## src/rtl/sccb_cfg_pkg.sv

```systemverilog
// Shared types and width helpers for the SCCB register-init sequencer.
// Imported by the sequencer top and its timer.
package sccb_cfg_pkg;

  typedef enum logic [2:0] {
    StIdle     = 3'd0,
    StIssue    = 3'd1,
    StWaitBusy = 3'd2,
    StWaitDone = 3'd3,
    StDelay    = 3'd4,
    StDone     = 3'd5,
    StError    = 3'd6
  } state_e;

  // $clog2 clamped to at least one bit so single-value fields stay legal.
  function automatic int unsigned clog2_min1(input int unsigned n);
    return (n <= 1) ? 1 : $clog2(n);
  endfunction

  function automatic int unsigned max_u(input int unsigned a, input int unsigned b);
    return (a > b) ? a : b;
  endfunction

endpackage

```

## src/rtl/sccb_cfg_timer.sv

```systemverilog
// Loadable down-counter shared by the delay and timeout states of the sequencer.
// o_expire pulses for one cycle when a loaded count has run down to zero.
module sccb_cfg_timer #(
  parameter int unsigned WIDTH = 18
) (
  input  logic             i_clk,
  input  logic             i_rst,
  input  logic             i_load,
  input  logic [WIDTH-1:0] i_load_val,
  output logic             o_expire
);

  logic [WIDTH-1:0] r_count;
  logic             r_armed;

  always_ff @(posedge i_clk or posedge i_rst) begin
    if (i_rst) begin
      r_count <= '0;
      r_armed <= 1'b0;
    end else if (i_load) begin
      r_count <= i_load_val;
      r_armed <= 1'b1;
    end else if (r_count != '0) begin
      r_count <= r_count - 1'b1;
    end else begin
      r_armed <= 1'b0;
    end
  end

  assign o_expire = r_armed && (r_count == '0);

endmodule

```

## src/rtl/sccb_cfg_sequencer.sv

```systemverilog
// Walks the register LUT and issues one SCCB write per entry, with NACK retry,
// busy-handshake timeout, LUT-flagged delay entries and restartable done/error status.
module sccb_cfg_sequencer
  import sccb_cfg_pkg::*;
#(
  parameter int unsigned NUM_REGS       = 166,
  parameter int unsigned IDX_W          = clog2_min1(NUM_REGS),
  parameter int unsigned MAX_RETRY      = 3,
  parameter int unsigned DELAY_CYCLES   = 240000,
  parameter int unsigned TIMEOUT_CYCLES = 65535,
  localparam int unsigned RTY_W         = clog2_min1(MAX_RETRY + 1)
) (
  input  logic             S_CLK,
  input  logic             RST,
  input  logic             start_init,
  input  logic             SCCB_busy,
  input  logic             SCCB_nack,
  input  logic             lut_delay,
  output logic             SCCB_req,
  output logic [IDX_W-1:0] LUT_INDEX,
  output logic [RTY_W-1:0] retry_cnt,
  output logic             init_done,
  output logic             init_err
);

  localparam int unsigned TmrW = clog2_min1(max_u(DELAY_CYCLES, TIMEOUT_CYCLES) + 1);
  localparam logic [IDX_W-1:0] LastIdx = IDX_W'(NUM_REGS - 1);
  localparam logic [RTY_W-1:0] MaxRty  = RTY_W'(MAX_RETRY);
  localparam logic [TmrW-1:0]  DlyLoad = TmrW'(DELAY_CYCLES);
  // The timer fires one edge after it reaches zero, so a timeout of N cycles loads N-1.
  localparam logic [TmrW-1:0]  TmoLoad = TmrW'(TIMEOUT_CYCLES - 1);

  state_e           r_state;
  state_e           w_state_nxt;
  logic             r_start_d;
  logic             w_start_edge;
  logic [IDX_W-1:0] r_idx;
  logic [IDX_W-1:0] w_idx_nxt;
  logic [RTY_W-1:0] r_rty;
  logic [RTY_W-1:0] w_rty_nxt;
  logic             r_req;
  logic             r_done;
  logic             r_err;
  logic             w_advance;
  logic             w_tmr_load;
  logic [TmrW-1:0]  w_tmr_val;
  logic             w_tmr_expire;

  assign w_start_edge = start_init & ~r_start_d;

  sccb_cfg_timer #(
    .WIDTH(TmrW)
  ) u_timer (
    .i_clk     (S_CLK),
    .i_rst     (RST),
    .i_load    (w_tmr_load),
    .i_load_val(w_tmr_val),
    .o_expire  (w_tmr_expire)
  );

  always_ff @(posedge S_CLK or posedge RST) begin
    if (RST) begin
      r_state   <= StIdle;
      r_start_d <= 1'b0;
      r_idx     <= '0;
      r_rty     <= '0;
      r_req     <= 1'b0;
      r_done    <= 1'b0;
      r_err     <= 1'b0;
    end else begin
      r_state   <= w_state_nxt;
      r_start_d <= start_init;
      r_idx     <= w_idx_nxt;
      r_rty     <= w_rty_nxt;
      r_req     <= (w_state_nxt == StWaitBusy);
      r_done    <= (w_state_nxt == StDone);
      r_err     <= (w_state_nxt == StError);
    end
  end

  always_comb begin
    w_state_nxt = r_state;
    w_idx_nxt   = r_idx;
    w_rty_nxt   = r_rty;
    w_advance   = 1'b0;
    w_tmr_load  = 1'b0;
    w_tmr_val   = TmoLoad;

    unique case (r_state)
      StIdle, StDone, StError: begin
        if (w_start_edge) begin
          w_idx_nxt   = '0;
          w_rty_nxt   = '0;
          w_state_nxt = StIssue;
        end
      end
      StIssue: begin
        if (lut_delay) begin
          w_tmr_load  = 1'b1;
          w_tmr_val   = DlyLoad;
          w_state_nxt = StDelay;
        end else if (!SCCB_busy) begin
          w_tmr_load  = 1'b1;
          w_state_nxt = StWaitBusy;
        end
      end
      StWaitBusy: begin
        if (SCCB_busy) begin
          w_tmr_load  = 1'b1;
          w_state_nxt = StWaitDone;
        end else if (w_tmr_expire) begin
          w_state_nxt = StError;
        end
      end
      StWaitDone: begin
        // Completion is checked before expiry so a same-cycle busy fall counts as done.
        if (!SCCB_busy) begin
          if (!SCCB_nack) begin
            w_advance = 1'b1;
          end else if (r_rty < MaxRty) begin
            w_rty_nxt   = r_rty + 1'b1;
            w_state_nxt = StIssue;
          end else begin
            w_state_nxt = StError;
          end
        end else if (w_tmr_expire) begin
          w_state_nxt = StError;
        end
      end
      StDelay: begin
        if (w_tmr_expire) begin
          w_advance = 1'b1;
        end
      end
      default: w_state_nxt = StIdle;
    endcase

    if (w_advance) begin
      if (r_idx == LastIdx) begin
        w_state_nxt = StDone;
      end else begin
        w_idx_nxt   = r_idx + 1'b1;
        w_rty_nxt   = '0;
        w_state_nxt = StIssue;
      end
    end
  end

  assign SCCB_req  = r_req;
  assign LUT_INDEX = r_idx;
  assign retry_cnt = r_rty;
  assign init_done = r_done;
  assign init_err  = r_err;

endmodule

```

## config.mk

```make
export PLATFORM = sky130hd
export DESIGN_NAME = sccb_cfg_sequencer
export DESIGN_NICKNAME = d
export VERILOG_FILES = /design/src/rtl/sccb_cfg_pkg.sv /design/src/rtl/sccb_cfg_timer.sv /design/src/rtl/sccb_cfg_sequencer.sv
export SDC_FILE = /design/constraint.sdc
export NUM_CORES = 1
export LEC_CHECK = 0
export BUFFER_PORTS_ARGS = -buffer_cell sky130_fd_sc_hd__buf_2
export CORE_MARGIN = 3
export CORE_UTILIZATION = 58
export CTS_CLUSTER_SIZE = 28
export DETAILED_ROUTE_END_ITERATION = 8
export GPL_ROUTABILITY_DRIVEN = 0
export GPL_TIMING_DRIVEN = 0
export PLACE_DENSITY = 0.78
export SETUP_SLACK_MARGIN = 0.2
export SLEW_MARGIN = 20
export SYNTH_ARGS = -nofsm -noshare
export SYNTH_HDL_FRONTEND = slang
export SYNTH_SLANG_ARGS = --single-unit
```

## constraint.sdc

```tcl
create_clock -name S_CLK -period 3.32 [get_ports S_CLK]
set_input_delay 0.498 -clock S_CLK [delete_from_list [all_inputs] [get_ports S_CLK]]
set_output_delay 0.498 -clock S_CLK [all_outputs]
set_load 0.02 [all_outputs]
```

==> impl_metrics.env <==
export IMPL_outcome="completed"
export IMPL_worstPathRequired_ns=3.55
export IMPL_chipHeight_um=65.83
export IMPL_setup_ws_ns=0.6232
export IMPL_syn_num_nets=222
export IMPL_clock_root_buffer="clkbuf_4"
export IMPL_cp_slowest_cell="nor4_4"
export IMPL_p_clk_share_pct=14.9
export IMPL_wl_met2_um=2036
export IMPL_ant_nets=0
export IMPL_cts_tree="done"
export IMPL_drt_iter0_drc=87
export IMPL_route_detailed_drc=0
export IMPL_intPower_mw=0.9117
export IMPL_relSlewSlack_pct=30.48
export IMPL_syn_avg_cell_area_sq_um=9.791
export IMPL_cts_buffer_depth=2
export IMPL_p_leak_nw=0.8941
export IMPL_clock_sinks=36
export IMPL_r2r_start="u_timer.r_count[6]"
export IMPL_critPathMaxStageDelay_ns=0.57
export IMPL_met3WireLength_um=259
export IMPL_synth_common_cells="36 x dfrtp_1, 24 x nand2_1, 12 x o21ai_0"
export IMPL_wl_met1_um=1900
export IMPL_ys_ff_latch=36
export IMPL_vias=1729
export IMPL_vdd_drop_max_v=0.0005298
export IMPL_die_area_sq_um=4333
export IMPL_min_period_over_period_pct=81.23
export IMPL_wl_um=4270
export IMPL_synth_most_common_cell="dfrtp_1"
export IMPL_ys_types=52
export IMPL_grt_max_degree=37
export IMPL_placement_rows=21
export IMPL_crit_chain="or4_1 > buf_2 > nor4_4 > a31oi_4 > buf_6 > o311ai_4 > o41ai_2"
export IMPL_tightest_slew_ns=1.038
export IMPL_r2r_slack_ns=0.62
export IMPL_die_w_um=65.83
export IMPL_hold_buffers=0
export IMPL_coreArea_sq_um=3390
export IMPL_fin_setup_tns_ns=0
export IMPL_final_area_sq_um=2280
export IMPL_synth_edf_count=0
export IMPL_rsz0062_at_grt="no"
export IMPL_globalRouteTotalUtil_pct=21.45
export IMPL_r2r_end="LUT_INDEX[5]"
export IMPL_ios=19
export IMPL_yosys_warnings=0
export IMPL_hpwl_um=3022
export IMPL_yosysTopAreaCellShare_pct=43.40
export IMPL_async_flop_share_pct=100.0
export IMPL_netSwitchingFraction_pct=43.32
export IMPL_nets=246
export IMPL_stdcell_count=283
export IMPL_p_sw_mw=0.6969
export IMPL_post_cts_setup_buffers=0
export IMPL_path_max_fanout=10
export IMPL_grt_pass1_wl_um=7210
export IMPL_synthFlopType="dfrtp_1"
export IMPL_portBuffers=17
export IMPL_final_util_pct=67.26
export IMPL_seq_power_share_pct=43.2
export IMPL_skew_ns=0.005141
export IMPL_combPwrFrac_pct=42.0
export IMPL_ys_seq_area_share_pct=43.40
export IMPL_drt_wirelength_per_cell_um=15.09
export IMPL_antenna_found_initial=0
export IMPL_maxCapViolations=0
export IMPL_initial_core_util_pct=61.24
export IMPL_clk_pin_slew_ns=0.12
export IMPL_arrival_ns=2.93
export IMPL_cts_htree_levels=2
export IMPL_cts_buffers=5
export IMPL_end_kind="flip-flop"
export IMPL_syn_instance_count=212
export IMPL_worstRegToRegCells=7
export IMPL_grt_overflow=0
export IMPL_post_cts_resized=0
export IMPL_path_class="reg -> reg"
export IMPL_place_inst=275
export IMPL_vias_per_cell=6.110
export IMPL_setup_viol=0
export IMPL_min_path_type="in -> async"
export IMPL_slew_viol_final=0
export IMPL_firstDrtPassIters=4
export IMPL_num_antenna_cells=0
export IMPL_finalHoldViolCount=0
export IMPL_grt_pass1_vias=1557
export IMPL_clock_latency_ns=0.35
export IMPL_synth_cell_area_sq_um=2076
export IMPL_layout_drive_gt1_share_pct=17.30
export IMPL_netlist_top_cells_area="dfrtp_1 43%, nand2_1 4.3%, xnor2_1 3.8%"
export IMPL_fmax_mhz=370.8
export IMPL_pre_cts_ws_ns=0.6735
export IMPL_synth_top_area_cell="dfrtp_1"
export IMPL_syn_to_final_growth_pct=9.825
export IMPL_cellPowerDensity_nw_per_um2=705.6
export IMPL_top_layer="met4"
export IMPL_cp_start_kind="flip-flop"
export IMPL_placed_cell_area_sq_um=2223
export IMPL_period_minus_slack_ns=2.697
-- sequential cells by signal, summed over array words and instances, names as in the netlist --
name             cells
SCCB_req             1
r_state              3
init_done            1
u_timer.r_armed      1
r_start_d            1
LUT_INDEX            8
u_timer.r_count     18
retry_cnt            2
init_err             1
-- critical path, delay by kind of cell, from the launching register on --
kind	cells	cell delay [ns]
and+or+nand+nor	2	1.11
DFF	1	0.45
buffers and inverters	2	0.39
AOI/OAI and AO/OA	3	0.63
-- power groups by stage --
stage	Clock [mW]	Combinational, mW	Sequential [mW]
final	0.239	0.675	0.694
after CTS	0.241	0.670	0.693
after global placement	0	0.644	0.696
after detailed placement	0	0.663	0.701
after floorplan	0	0.481	0.706
after global routing	0.262	0.745	0.717
-- metrics by stage --
stage	hold WS, ns	power [mW]
2_1_floorplan	0.4735	1.187
5_1_grt	0.2672	1.724
6_report	0.2559	1.609
3_3_place_gp	0.4892	1.340
4_1_cts	0.2685	1.604
3_5_place_dp	0.4949	1.364
-- how the worst max path moves through the flow --
stage,from,cells after the start,slack (ns),end
floorplan,u_timer.r_count[6],7,0.95,LUT_INDEX[5]
global placement,u_timer.r_count[6],7,0.72,LUT_INDEX[5]
detailed placement,u_timer.r_count[6],7,0.67,LUT_INDEX[2]
CTS,u_timer.r_count[6],7,0.64,LUT_INDEX[5]
global route,u_timer.r_count[6],7,0.47,LUT_INDEX[2]
finish,u_timer.r_count[6],7,0.62,LUT_INDEX[5]
-- cell families after synthesis --
kind of cell,after synthesis,synth area share [%]
flip-flops,36,43.40
AND/OR/NAND/NOR,86,23.69
adder cells (fa/ha/maj),4,2.411
XOR/XNOR,11,4.642
AO/OA/AOI/OAI,54,20.43
buffers and inverters,17,3.496
multiplexers,4,1.929
-- cell usage in the layout (no fill, tap or decap), types with 7 or more instances in the layout --
| cell type | n |
|---|---|
| xnor2_1 | 9 |
| nand3_1 | 9 |
| o21ai_0 | 12 |
| dfrtp_1 | 36 |
| or3_1 | 7 |
| nand2_1 | 24 |
| inv_1 | 9 |
| nor2_1 | 9 |
| buf_2 | 18 |
| a21oi_1 | 9 |
-- layout make-up --
class	count	area [sq um]
Clock buffer	5	37.54
Tap cell	46	57.56
Fill cell	259	1110
Timing Repair Buffer	17	85.08
Buffer	7	35.03
Clock inverter	3	18.77
Inverter	10	37.54
Multi-Input combinational cell	159	1107
Sequential cell	36	900.9
-- routing by layer --
layer	vias up	track usage, %
li1	835	-
met1	829	28.02
met2	56	34.92
met3	9	4.422
met4	0	8.031
met5	-	0
Note: power is estimated with default switching activity, not from simulation.
